## src/rtl/load_store_unit_pkg.sv

```systemverilog
// Shared definitions for the load/store unit: funct3 size codes, FSM state
// encoding and small decode helpers used by the top level.
package load_store_unit_pkg;

  localparam int LSU_XLEN = 32;

  localparam logic [2:0] LSU_B  = 3'b000;
  localparam logic [2:0] LSU_H  = 3'b001;
  localparam logic [2:0] LSU_W  = 3'b010;
  localparam logic [2:0] LSU_BU = 3'b100;
  localparam logic [2:0] LSU_HU = 3'b101;

  typedef enum logic [1:0] {
    IDLE = 2'd0,
    REQ  = 2'd1,
    RESP = 2'd2
  } lsu_state_t;

  // Stores have no unsigned variants, so BU/HU are legal only for loads.
  function automatic logic lsu_legal(input logic [2:0] f3, input logic is_store);
    case (f3)
      LSU_B, LSU_H, LSU_W: return 1'b1;
      LSU_BU, LSU_HU:      return !is_store;
      default:             return 1'b0;
    endcase
  endfunction

  function automatic logic lsu_aligned(input logic [1:0] size, input logic [1:0] a);
    case (size)
      2'b01:   return !a[0];
      2'b10:   return (a == 2'b00);
      default: return 1'b1;
    endcase
  endfunction

  function automatic logic [3:0] lsu_byte_en(input logic [1:0] size, input logic [1:0] a);
    case (size)
      2'b00:   return 4'b0001 << a;
      2'b01:   return a[1] ? 4'b1100 : 4'b0011;
      default: return 4'b1111;
    endcase
  endfunction

endpackage

```

## src/rtl/lsu_load_align.sv

```systemverilog
// Picks the addressed byte/halfword out of a read word and sign- or
// zero-extends it according to funct3.
module lsu_load_align
  import load_store_unit_pkg::*;
(
  input  logic [LSU_XLEN-1:0] i_rdata,
  input  logic [1:0]          i_lane,
  input  logic [2:0]          i_funct3,
  output logic [LSU_XLEN-1:0] o_data
);

  logic [7:0]  w_byte;
  logic [15:0] w_half;

  always_comb begin
    w_byte = i_rdata[{i_lane, 3'b000} +: 8];
    w_half = i_lane[1] ? i_rdata[31:16] : i_rdata[15:0];
    o_data = i_rdata;
    case (i_funct3)
      LSU_B:   o_data = {{24{w_byte[7]}}, w_byte};
      LSU_BU:  o_data = {24'd0, w_byte};
      LSU_H:   o_data = {{16{w_half[15]}}, w_half};
      LSU_HU:  o_data = {16'd0, w_half};
      default: o_data = i_rdata;
    endcase
  end

endmodule

```

## src/rtl/load_store_unit.sv

```systemverilog
// Memory-stage load/store unit: issues one data-memory access at a time over a
// req/ready bus, stalls the pipeline while it is outstanding, and returns loads.
module load_store_unit
  import load_store_unit_pkg::*;
#(
  parameter int DATA_WIDTH = 32
) (
  input  logic                  clk,
  input  logic                  rst,
  input  logic                  ex_valid,
  input  logic                  mem_read,
  input  logic                  mem_write,
  input  logic [2:0]            mem_funct3,
  input  logic [DATA_WIDTH-1:0] alu_addr,
  input  logic [DATA_WIDTH-1:0] store_data,
  input  logic                  flush,
  output logic                  dmem_req,
  output logic                  dmem_we,
  output logic [DATA_WIDTH-1:0] dmem_addr,
  output logic [3:0]            dmem_be,
  output logic [DATA_WIDTH-1:0] dmem_wdata,
  input  logic                  dmem_ready,
  input  logic [DATA_WIDTH-1:0] dmem_rdata,
  output logic                  lsu_stall,
  output logic                  load_valid,
  output logic [DATA_WIDTH-1:0] load_data,
  output logic                  access_err,
  output logic [1:0]            dbg_state
);

  // Bus handshake: dmem_req is high for every REQ cycle and address, byte
  // enables, write data and we stay frozen until the cycle dmem_ready is
  // high; that cycle completes the access. dmem_ready outside REQ is ignored.

  lsu_state_t            r_state;
  lsu_state_t            w_next_state;
  logic [DATA_WIDTH-1:0] r_addr;
  logic [1:0]            r_lane;
  logic [2:0]            r_funct3;
  logic                  r_we;
  logic [3:0]            r_be;
  logic [DATA_WIDTH-1:0] r_wdata;
  logic                  r_flushed;
  logic                  r_load_valid;
  logic [DATA_WIDTH-1:0] r_load_data;
  logic                  r_access_err;

  logic                  w_is_access;
  logic                  w_open;
  logic                  w_ok;
  logic                  w_start;
  logic                  w_err;
  logic                  w_kill;
  logic [3:0]            w_be;
  logic [DATA_WIDTH-1:0] w_wdata;
  logic [DATA_WIDTH-1:0] w_align_data;

  assign w_is_access = mem_read | mem_write;
  assign w_open      = (r_state == IDLE) || (r_state == RESP);
  // mem_write wins when both are set, so legality is judged as a store.
  assign w_ok        = lsu_legal(mem_funct3, mem_write) &
                       lsu_aligned(mem_funct3[1:0], alu_addr[1:0]);
  assign w_start     = ex_valid & w_is_access & w_ok & !flush & w_open;
  assign w_err       = ex_valid & w_is_access & !w_ok & !flush & w_open;
  assign w_kill      = r_flushed | flush;
  assign w_be        = lsu_byte_en(mem_funct3[1:0], alu_addr[1:0]);

  always_comb begin
    case (mem_funct3[1:0])
      2'b00:   w_wdata = {4{store_data[7:0]}};
      2'b01:   w_wdata = {2{store_data[15:0]}};
      default: w_wdata = store_data;
    endcase
  end

  lsu_load_align u_align (
    .i_rdata  (dmem_rdata),
    .i_lane   (r_lane),
    .i_funct3 (r_funct3),
    .o_data   (w_align_data)
  );

  always_comb begin
    w_next_state = r_state;
    case (r_state)
      IDLE:    if (w_start) w_next_state = REQ;
      REQ:     if (dmem_ready) w_next_state = RESP;
      RESP:    w_next_state = w_start ? REQ : IDLE;
      default: w_next_state = IDLE;
    endcase
  end

  always_ff @(posedge clk or posedge rst) begin
    if (rst) begin
      r_state      <= IDLE;
      r_addr       <= '0;
      r_lane       <= 2'b00;
      r_funct3     <= 3'b000;
      r_we         <= 1'b0;
      r_be         <= 4'b0000;
      r_wdata      <= '0;
      r_flushed    <= 1'b0;
      r_load_valid <= 1'b0;
      r_load_data  <= '0;
      r_access_err <= 1'b0;
    end else begin
      r_state      <= w_next_state;
      r_access_err <= w_err;
      r_load_valid <= 1'b0;
      if (w_start) begin
        r_addr    <= {alu_addr[DATA_WIDTH-1:2], 2'b00};
        r_lane    <= alu_addr[1:0];
        r_funct3  <= mem_funct3;
        r_we      <= mem_write;
        r_be      <= w_be;
        r_wdata   <= w_wdata;
        r_flushed <= 1'b0;
      end else if (r_state == REQ) begin
        if (flush) r_flushed <= 1'b1;
        // A flushed access still finishes on the bus but its data is dropped.
        if (dmem_ready && !r_we && !w_kill) begin
          r_load_valid <= 1'b1;
          r_load_data  <= w_align_data;
        end
      end
    end
  end

  assign dmem_req   = (r_state == REQ);
  assign dmem_we    = dmem_req & r_we;
  assign dmem_addr  = r_addr;
  assign dmem_be    = r_be;
  assign dmem_wdata = r_wdata;
  assign lsu_stall  = w_start | (r_state == REQ);
  assign load_valid = r_load_valid;
  assign load_data  = r_load_data;
  assign access_err = r_access_err;
  assign dbg_state  = r_state;

endmodule

```

## config.mk

```make
export PLATFORM = sky130hd
export DESIGN_NAME = load_store_unit
export DESIGN_NICKNAME = d
export VERILOG_FILES = /design/src/rtl/load_store_unit_pkg.sv /design/src/rtl/lsu_load_align.sv /design/src/rtl/load_store_unit.sv
export SDC_FILE = /design/constraint.sdc
export NUM_CORES = 1
export LEC_CHECK = 0
export ABC_AREA = 1
export CAP_MARGIN = 5
export CORE_MARGIN = 2
export CORE_UTILIZATION = 46
export DETAILED_ROUTE_END_ITERATION = 10
export PLACE_DENSITY = 0.83
export SYNTH_ARGS = -nofsm -noshare
export SYNTH_HDL_FRONTEND = slang
export SYNTH_SLANG_ARGS = --single-unit
export TNS_END_PERCENT = 5
```

## constraint.sdc

```tcl
create_clock -name clk -period 10.7 [get_ports clk]
set_input_delay 2.675 -clock clk [delete_from_list [all_inputs] [get_ports clk]]
set_output_delay 2.675 -clock clk [all_outputs]
set_load 0.005 [all_outputs]
```

Word-level counts from Yosys, hierarchy flattened:

Cells that the tools add are included.

* flip-flop bits (word level): 109
* output and inout bits: 107
* input port bits: 106
* word-level logic and storage cells: 77

* bitwise logic cells: 13
* shifts and indexed selects: 2
* muxes and demuxes: 17
* reductions and logical operators: 21
* equal/unequal tests: 13

Operators with widths (count)
* case mux 32 bit (4 select lines): 1
* case mux 32 bit (2 select lines): 1
* indexed part select 32 x 6 -> 8 bit: 1
* two-way mux 16 bit: 1
* == test 3 bit (second input constant): 4
* bitwise AND 1 bit: 9
* case mux 4 bit (2 select lines): 1
* two-way mux 1 bit: 7
* == test 3 x 1 -> 1 bit (second input constant): 2
* logical NOT 1 bit: 6
* logical NOT 2 bit: 3
* logical NOT 3 bit: 2
* case mux 2 bit (3 select lines): 1
* == test 2 x 1 -> 1 bit (second input constant): 2
* == test 2 bit (second input constant): 2
* two-way mux 2 bit: 2
* two-way mux 4 bit: 1
* case mux 1 bit (2 select lines): 2
* AND reduction 2 bit: 2
* nonzero test 2 bit: 2
* << shifter 1 x 2 -> 4 bit (first input constant): 1
* == test 3 x 2 -> 1 bit (second input constant): 1
* OR 1 bit: 3
* AND reduction 3 bit: 1
* 7 further kinds: 8

Logic depth before layout (Yosys ltp):

Gate-level depths: netlist of the first run.

* depth in word-level cells: 9
* gate-level depth with buffers: 10
* gate-level depth less buffers: 8

By module:

Synthesis of the first run repeated with hierarchy kept, for this count alone.

* cell total of the unflattened synthesis: 770
* area total of the unflattened synthesis: 5806.8 µm²

By module, submodules not included
* load_store_unit: area each 4994.8 µm², sequential area each 2727.6 µm², instances 1, cells an instance 611
* lsu_load_align: area each 812.0 µm², sequential area each 0.0 µm², instances 1, cells an instance 159

Worst setup path before layout of the first run:

No wires, ideal clock.

* kind: input-to-output
* start: input port mem_funct3[0]
* end: output port lsu_stall
* cell stages on the path: 8
* data required time: 8.025 ns
* path slack: 4.420 ns
* arrival time: 3.605 ns
* path through: inv_1 > ha_1 > nand2_1 > nand2_1 > a21oi_2 > nand3_2 > buf_2 > nand2_1

* longest elaborated chain between the ends: 8
* elaborated cells on any way between the ends: 16

Ends and longest elaborated chain
* start: declaration: RTL line load_store_unit.sv:13 `input logic [2:0] mem_funct3,`
* == test 3 x 1 -> 1 bit, or another cell as far along: RTL line load_store_unit_pkg.sv:21 `case (f3)`
* OR reduction 3 bit / OR reduction 2 bit (equally long branches): RTL line load_store_unit_pkg.sv:21
* case mux 1 bit (2 select lines): RTL line load_store_unit_pkg.sv:21
* bitwise AND 1 bit *: RTL line load_store_unit.sv:61 `assign w_ok = lsu_legal(mem_funct3, mem_write) &`
* bitwise AND 1 bit * (3 in a row): RTL line load_store_unit.sv:63 `assign w_start = ex_valid & w_is_access & w_ok & !flush & w_open;`
* OR 1 bit *: RTL line load_store_unit.sv:134 `assign lsu_stall = w_start | (r_state == REQ);`
* end: declaration: RTL line load_store_unit.sv:24 `output logic lsu_stall,`

Mark *: on every way between the ends. The rest lies on a longest branch, timed or not.

Final worst setup path of the first run:

* start: input port mem_funct3[1]
* end: output port lsu_stall

Same word-level chain as after synthesis.

==> results of run 1 <==
## placed cells by master (no fill, tap or decap), types with 2 or more instances in the layout
master / instances
clkdlybuf4s50_1: 210
nand2_1: 191
dfrtp_1: 109
inv_1: 102
nor2_1: 69
o21ai_2: 60
a21oi_1: 35
nand3_1: 33
o21ai_0: 28
or2_2: 16
clkbuf_16: 9
o21ai_1: 6
nor2_2: 3
inv_2: 3
ha_1: 3
clkbuf_1: 3
nand3_2: 2
conb_1: 2
buf_4: 2
## metrics by stage
stage | hold slack, ns | util [%] | worst slack [ns]
2_1_floorplan | 0.465 | - | 4.42
3_3_place_gp | 0.463 | 64.2 | 2.17
3_5_place_dp | 0.466 | 64.2 | 2.09
4_1_cts | 0.483 | 66.5 | 2.09
5_1_grt | 0.499 | 66.5 | 1.81
6_report | 0.479 | 66.5 | 2.09
## power by group through the flow
stage	registers [mW]	logic (mW)	clock network [mW]
floorplan	0.647	0.303	0
detailed placement	0.664	0.680	0
CTS	0.661	0.685	0.319
global placement	0.661	0.669	0
global route	0.678	0.749	0.338
finish	0.660	0.678	0.310
## cells by family after synthesis
group                    count (synthesis)  share of synthesized area, %
adder cells (fa/ha/maj)                  3                         0.661
other                                    1                        0.0661
AO/OA/AOI/OAI                          132                          15.8
AND/OR/NAND/NOR                        320                          23.4
flip-flops                             109                          48.0
buffers and inverters                  145                          12.0
## worst max path at each step
stage / start / endpoint / slack (ns) / cells after the start
finish: mem_funct3[1] / lsu_stall / 2.09 / 8
CTS: mem_funct3[1] / lsu_stall / 2.09 / 8
global route: mem_funct3[1] / lsu_stall / 1.81 / 8
global placement: mem_funct3[1] / lsu_stall / 2.17 / 8
detailed placement: mem_funct3[1] / lsu_stall / 2.09 / 8
floorplan: mem_funct3[0] / lsu_stall / 4.42 / 8
## per-layer routing
metal | routed length (um) | share of wire, % | up-vias | GRT usage (%)
li1 | - | - | 2548 | -
met1 | 6690 | 43 | 2345 | 31.6
met2 | 6980 | 45 | 204 | 37.8
met3 | 1530 | 9.8 | 22 | 8.49
met4 | 321 | 2.1 | 0 | 8.51
met5 | 0 | 0 | - | 0
## area by class of cell
cell class / instances / area [um2] / area share [%]
inverters: 106 / 400 / 5.02
clock buffers: 13 / 250 / 3.13
flip-flops and latches: 109 / 2730 / 34.2
clock inverters: 3 / 21.3 / 0.266
multi-input cells: 457 / 2280 / 28.6
repair buffers: 212 / 2120 / 26.5
well taps: 147 / 184 / 2.30
## flip-flops by register name (all words and copies together), names as in the netlist
register / cells
load_data: 32
dmem_addr: 30
r_flushed: 1
load_valid: 1
access_err: 1
dbg_state: 2
r_funct3: 3
dmem_wdata: 32
r_we: 1
dmem_be: 4
r_lane: 2
## worst max-delay path, cell delays in order
cell	delay (ns)
clkdlybuf4s50_1	0.48
inv_1	0.08
ha_1	0.34
nor2_2	0.88
nand2_1	0.25
nand3_4	0.64
nand2_1	0.10
clkdlybuf4s50_1	0.47
==> impl_metrics.csv, run 1 <==
group,metric,value,unit
clock_tree,cts_tree,"yes",
routing,antenna_left,0,
clock_tree,numClockSinks,109,
synthesis,synth.area.top_cells,"dfrtp_1 48%, nand2_1 13%, o21ai_2 9.3%",
worst_setup_path,crit_required,8.03,ns
place,place_congestion,0.877,
finish,drive_gt1_share,11.7,%
grt,grt_max_degree,89,
synthesis,yosysTopAreaCellShare,48.0,%
power,cellPowerDensity,207,nW/um2
synthesis,avgSynthCellArea,8.00,um2
clock_tree,cts-root-buf,"clkbuf_16",
routing,first_iter_violations,352,
timing,finalClockSkew,0.00484,ns
power,p_switching,0.536,mW
place,dpl-instance-area,7710,um2
worst_setup_path,crit_fanout,60,
timing,max_freq,0.116,GHz
clock_tree,cts-resized-gates,0,
synthesis,synth_flop_cell,"dfrtp_1",
worst_setup_path,regToRegSetupSlack,8.15,ns
finish,num-nets-final,1004,
routing,drcViolationCount,0,
clock_tree,cts_setup_buffers,0,
hold_path,hold_depth,2,
worst_setup_path,cp-end-kind,"primary output",
finish,instances_no_fill,1047,
power,intPower,1.11,mW
place,dp.cells,1031,
timing,setup_viol,0,
place,port_buffers,210,
finish,antenna_cells,0,
hold_path,min_to,"dmem_addr[20]",
grt,grt_overflow,0,
grt,grt_pass1_vias,5056,
power,total_power,1.65,mW
worst_setup_path,worstPathArrival,5.94,ns
power,p_clk_share,18.8,%
power,seq_power_share,40.0,%
floorplanning,num_rows,40,
floorplanning,fp.dieW,115,um
routing,wirelength,15500,um
timing,worst_pin_slew,1.09,ns
worst_setup_path,worstSetupStartpointType,"primary input",
power,power_leakage,4.04,nW
timing,slew_violations,0,
worst_setup_path,r2r_end,"dmem_addr[23]",
floorplanning,dieArea,13200,um2
synthesis,synth.most_common_cell,"nand2_1",
clock_tree,clockBufferDepth,2,
hold_path,hp-start,"dmem_addr[20]",
clock_tree,clkLatencyLatePin,0.35,ns
routing,drtPass1Iterations,5,
worst_setup_path,critical_path_class,"primary input to primary output",
synthesis,synth.distinct_cells,29,
place,place_hpwl,11400,um
finish,fillers,995,
finish,syn_to_final_growth,40.6,%
hold_path,hp-class,"flip-flop to flip-flop",
synthesis,async_reset_ff_share,100,%
timing,rsz0062_at_grt,"false",
grt,antenna_found_initial,0,
synthesis,synth_area_leader_cell,"dfrtp_1",
floorplanning,initial_core_util,47.3,%
clock_tree,cts_max_level,3,
timing,period_share,80.5,%
synthesis,synth_commonest_cells,"191 x nand2_1, 109 x dfrtp_1, 103 x inv_1",
power,switching_share,32.5,%
clock_tree,ctsHoldBuffers,0,
clock_tree,cts.clk_slew.worst_paths,0.07,ns
synthesis,syn_area,5680,um2
routing,vias_per_cell,4.89,
grt,grt.total_usage,24.2,%
timing,max_slew_margin,27.3,%
worst_setup_path,reg2reg_depth,7,
timing,tns,0,ns
routing,via_count,5119,
synthesis,synth_edf_count,0,
timing,finalCriticalPeriod,8.61,ns
floorplanning,die_h,115,um
floorplanning,core,12000,um2
synthesis,yosysWarningCount,0,
power,ir_drop,0.123,mV
worst_setup_path,r2r-start,"dbg_state[0]",
finish,stdcell_area,7980,um2
floorplanning,io_pins,213,
power,combPwrFrac,41.1,%
timing,hold_violations,0,
clock_tree,cts_made_buffers,9,
synthesis,synth_cells,710,
synthesis,ys_ff_latch,109,
synthesis,yosysSeqAreaShare,48.0,%
grt,grt_pass1_wl,25000,um
routing,detail_route.wl_per_cell,14.8,um
status,status,"completed",
run,maxCapViolations,0,
No activity file was read; power rests on OpenSTA's default activity.
==> run 2: changes to the inputs <==
- CORE_UTILIZATION: 46 -> 40
- PLACE_DENSITY: 0.83 -> 0.76
- clock period: 10.7 -> 7.3 ns (I/O delays scaled with it)
==> run 2 against run 1 <==
Final cell count up 3.3%; power up 46%; critical path depth unchanged; via count down 1.6%; combinational power up 45%; wire length up 0.13%; setup slack worse by 0.42 ns; global-route usage down 3.3 points; sequential share of layout area down 0.24 points; clock-buffer cell count unchanged; clock power up 48%; first-iteration DRC count up 0.28%; highest routed layer unchanged.
==> impl_metrics.csv, run 2 (synthesized netlist as in run 1, its figures left out) <==
group,metric,value,unit
timing,tns,0,ns
place,dp_slack,1.64,ns
grt,grt_max_degree,81,
place,place_congestion,0.875,
routing,first_iter_violations,353,
routing,detail_route.wl_per_cell,14.4,um
floorplanning,core,13900,um2
timing,worst_pin_slew,1.11,ns
place,place_hpwl,11400,um
grt,grt_overflow,0,
floorplanning,die_h,123,um
clock_tree,cts_setup_buffers,0,
hold_path,hp-class,"flip-flop to flip-flop",
worst_setup_path,crit_required,5.48,ns
timing,finalCriticalPeriod,5.64,ns
hold_path,min_to,"load_data[14]",
run,maxCapViolations,0,
worst_setup_path,crit_fanout,12,
hold_path,hold_depth,2,
timing,hold_violations,0,
place,dp.cells,1066,
power,ir_drop,0.150,mV
clock_tree,cts_made_buffers,9,
finish,instances_no_fill,1082,
worst_setup_path,regToRegSetupSlack,4.75,ns
worst_setup_path,r2r-start,"dbg_state[0]",
clock_tree,cts-resized-gates,0,
status,status,"completed",
finish,final_common_cell,"clkdlybuf4s50_1",
finish,num-nets-final,1006,
grt,grt_pass1_vias,4860,
clock_tree,ctsHoldBuffers,0,
finish,drive_gt1_share,11.9,%
floorplanning,num_rows,43,
power,total_power,2.40,mW
place,port_buffers,210,
routing,drtPass1Iterations,7,
worst_setup_path,cp-end-kind,"primary output",
worst_setup_path,critical_path_class,"primary input to primary output",
timing,max_freq,0.177,GHz
worst_setup_path,r2r_end,"r_funct3[0]",
hold_path,hp-start,"load_data[14]",
worst_setup_path,worstPathArrival,3.81,ns
clock_tree,cts.clk_slew.worst_paths,0.07,ns
routing,vias_per_cell,4.66,
grt,antenna_found_initial,0,
worst_setup_path,reg2reg_depth,8,
floorplanning,dieArea,15200,um2
routing,wirelength,15500,um
timing,finalClockSkew,0.00440,ns
worst_setup_path,worstSetupStartpointType,"primary input",
clock_tree,numClockSinks,109,
routing,drcViolationCount,0,
timing,period_share,77.2,%
power,power_leakage,4.05,nW
finish,syn_to_final_growth,41.6,%
routing,antenna_left,0,
floorplanning,io_pins,213,
routing,via_count,5039,
timing,fin_ws,1.66,ns
clock_tree,cts_max_level,3,
clock_tree,cts-root-buf,"clkbuf_16",
finish,fillers,1316,
timing,setup_viol,0,
grt,grt_pass1_wl,24500,um
floorplanning,initial_core_util,40.9,%
power,cellPowerDensity,299,nW/um2
timing,max_slew_margin,26.1,%
floorplanning,fp.dieW,123,um
clock_tree,clockBufferDepth,2,
clock_tree,cts_tree,"yes",
finish,antenna_cells,0,
clock_tree,clkLatencyLatePin,0.34,ns
timing,rsz0062_at_grt,"false",
timing,slew_violations,0,
grt,grt.total_usage,20.9,%
finish,mostFrequentLayoutCells,"210 x clkdlybuf4s50_1, 191 x nand2_1, 109 x dfrtp_1",
run 2: cell count changes in the layout (fill, tap and decap cells not counted), sizes merged:
cell and delta:
buf +2
run 2: critical path, cell delays in order:
cell             delay (ns)
clkdlybuf4s50_1        0.43
inv_1                  0.12
ha_1                   0.44
nor2_1                 0.12
a21oi_2                0.20
nand3_4                0.09
nand2_1                0.08
clkdlybuf4s50_1        0.49
run 2: report_power, final:
part | switching (mW) | internal, mW
clock | 0.219 | 0.242
sequential | 0.143 | 0.815
combinational | 0.411 | 0.575
total | 0.772 | 1.63
run 2: cell type report:
type / count / area [um2] / share of cell area, %
Sequential cell: 109 / 2730 / 33.9
Multi-Input combinational cell: 457 / 2280 / 28.4
Clock buffer: 13 / 250 / 3.11
Timing Repair Buffer: 214 / 2130 / 26.5
Clock inverter: 3 / 21.3 / 0.265
Tap cell: 180 / 225 / 2.80
Inverter: 106 / 400 / 4.98
run 2: per-layer routing:
metal | routed length (um) | GRT usage [%]
met1 | 6550 | 26.5
met3 | 1810 | 8.90
met2 | 6790 | 31.5
met4 | 375 | 8.38
met5 | 0 | 0
run 2: how the worst max path moves through the flow:
stage / cells after the start / slack (ns) / startpoint / to
floorplan: 1 / 2.60 / rst / access_err
global placement: 8 / 1.68 / mem_funct3[1] / lsu_stall
detailed placement: 8 / 1.64 / mem_funct3[1] / lsu_stall
CTS: 8 / 1.65 / mem_funct3[1] / lsu_stall
global route: 8 / 1.50 / mem_funct3[1] / lsu_stall
finish: 8 / 1.66 / mem_funct3[1] / lsu_stall
run 2: through the flow:
stage / hold slack (ns) / util (%) / area (um2)
floorplan: 0.465 / - / 5680
global route: 0.495 / 57.9 / 8040
finish: 0.481 / 57.9 / 8040
detailed placement: 0.468 / 56.0 / 7770
global placement: 0.463 / 56.0 / 7770
CTS: 0.484 / 57.9 / 8040
==> run 3: changes to the inputs <==
- CORE_UTILIZATION: 40 -> 45
- PLACE_DENSITY: 0.76 -> 0.81
- clock period: 7.3 -> 5.2 ns (I/O delays scaled with it)
==> run 3 against run 2 <==
Hold slack gained 0.0037 ns; die area shrank 11%; register-to-register slack lost 2.1 ns; critical path depth is the same; global-route usage grew 2.7 points; setup slack lost 1.1 ns; sequential power grew 41%.
==> impl_metrics.csv, run 3 (synthesized netlist as in run 1, its figures left out) <==
group,metric,value,unit
status,status,"completed",
worst_setup_path,worstSetupStartpointType,"primary input",
place,place_hpwl,11300,um
timing,max_slew_margin,30.6,%
floorplanning,die_h,116,um
worst_setup_path,cp-end-kind,"primary output",
floorplanning,initial_core_util,45.5,%
place,port_buffers,210,
finish,syn_to_final_growth,42.3,%
finish,antenna_cells,0,
finish,mostFrequentLayoutCells,"210 x clkdlybuf4s50_1, 191 x nand2_1, 109 x dfrtp_1",
timing,tns,0,ns
power,ir_drop,0.225,mV
timing,worst_pin_slew,1.04,ns
worst_setup_path,crit_required,3.90,ns
grt,antenna_found_initial,0,
worst_setup_path,worstSetupEndpoint,"lsu_stall",
timing,finalCriticalPeriod,4.65,ns
routing,wirelength,15500,um
grt,grt_use_met1,30.1,%
grt,grt_busiest_layer,"met2",
grt,grt_overflow,0,
timing,finalClockSkew,0.00803,ns
grt,grt_pass1_wl,24800,um
worst_setup_path,worstPathArrival,3.35,ns
floorplanning,num_rows,41,
worst_setup_path,cp-startpoint,"mem_funct3[1]",
place,place_congestion,0.886,
clock_tree,cts.clk_slew.worst_paths,0.07,ns
clock_tree,cts_setup_buffers,0,
routing,drcViolationCount,0,
finish,final_common_cell,"clkdlybuf4s50_1",
worst_setup_path,critical_path_class,"primary input to primary output",
routing,first_iter_violations,415,
power,total_power,3.45,mW
finish,num-nets-final,1009,
clock_tree,cts_tree,"yes",
clock_tree,cts-resized-gates,0,
hold_path,hp-class,"flip-flop to flip-flop",
routing,detail_route.wl_per_cell,14.4,um
worst_setup_path,r2r-start,"dbg_state[0]",
routing,antenna_left,0,
clock_tree,cts_made_buffers,9,
worst_setup_path,r2r_end,"dbg_state[0]",
grt,grt_pass1_vias,5076,
clock_tree,ctsHoldBuffers,0,
run,maxCapViolations,0,
clock_tree,cts-root-buf,"clkbuf_16",
clock_tree,clockBufferDepth,2,
floorplanning,dieArea,13500,um2
floorplanning,io_pins,213,
worst_setup_path,regToRegSetupSlack,2.66,ns
timing,max_freq,0.215,GHz
finish,fillers,1082,
floorplanning,fp.dieW,116,um
timing,setup_viol,0,
grt,grt_max_degree,78,
clock_tree,numClockSinks,109,
clock_tree,cts_max_level,3,
routing,drtPass1Iterations,6,
routing,vias_per_cell,4.76,
worst_setup_path,crit_fanout,12,
floorplanning,core,12500,um2
finish,drive_gt1_share,12.3,%
timing,hold_violations,0,
power,cellPowerDensity,426,nW/um2
timing,slew_violations,0,
timing,period_share,89.5,%
timing,rsz0062_at_grt,"false",
power,power_leakage,4.08,nW
grt,grtUsageMet2,37.7,%
worst_setup_path,reg2reg_depth,7,
clock_tree,clkLatencyLatePin,0.35,ns
routing,via_count,5119,
grt,grt.total_usage,23.7,%
grt,use_met3,9.29,%
[run 3: worst max-delay path: stages]
cell             delay [ns]
clkdlybuf4s50_1        0.42
inv_1                  0.12
ha_1                   0.46
nor2_1                 0.12
a21oi_2                0.20
nand3_4                0.09
nand2_1                0.07
clkdlybuf4s50_1        0.56
[run 3: stage by stage]
step / cell area (um2) / hold WS, ns / setup WS [ns] / std cells / utilization [%]
3_3_place_gp: 7780 / 0.464 / 0.550 / 1061 / 62.4
2_1_floorplan: 5680 / 0.465 / 1.03 / 711 / -
4_1_cts: 8080 / 0.487 / 0.539 / 1076 / 64.8
3_5_place_dp: 7780 / 0.468 / 0.547 / 1061 / 62.4
5_1_grt: 8080 / 0.498 / 0.381 / 1076 / 64.8
6_report: 8080 / 0.485 / 0.547 / 1076 / 64.8
[run 3: how the worst min path moves through the flow]
stage                    from              to  slack [ns]  depth (start not counted)
6_report       dmem_wdata[15]  dmem_wdata[15]        0.48                          2
5_1_grt          dmem_addr[5]    dmem_addr[5]        0.50                          2
4_1_cts        dmem_wdata[14]  dmem_wdata[14]        0.49                          2
3_5_place_dp   dmem_wdata[29]  dmem_wdata[29]        0.47                          2
3_3_place_gp    load_data[12]   load_data[12]        0.46                          2
2_1_floorplan       r_flushed       r_flushed        0.46                          1
[run 3: area by class of cell]
class | instances | area, um2 | share of cell area (%)
Sequential cell | 109 | 2730 | 33.8
Inverter | 106 | 400 | 4.96
Timing Repair Buffer | 217 | 2150 | 26.7
Tap cell | 172 | 215 | 2.66
Clock inverter | 3 | 43.8 | 0.542
Clock buffer | 12 | 256 | 3.17
Multi-Input combinational cell | 457 | 2280 | 28.2
[run 3: power breakdown]
group | internal [mW] | leakage [nW] | total (mW) | switching (mW)
Combinational | 0.807 | 2.54 | 1.39 | 0.579
Clock | 0.399 | 0.149 | 0.706 | 0.307
Sequential | 1.14 | 1.39 | 1.35 | 0.208
[run 3: layer usage]
layer  vias up  part of all wire (%)
met5         -                     0
met4         0                   1.6
li1       2556                     -
met2       201                    46
met1      2342                    41
met3        20                    12
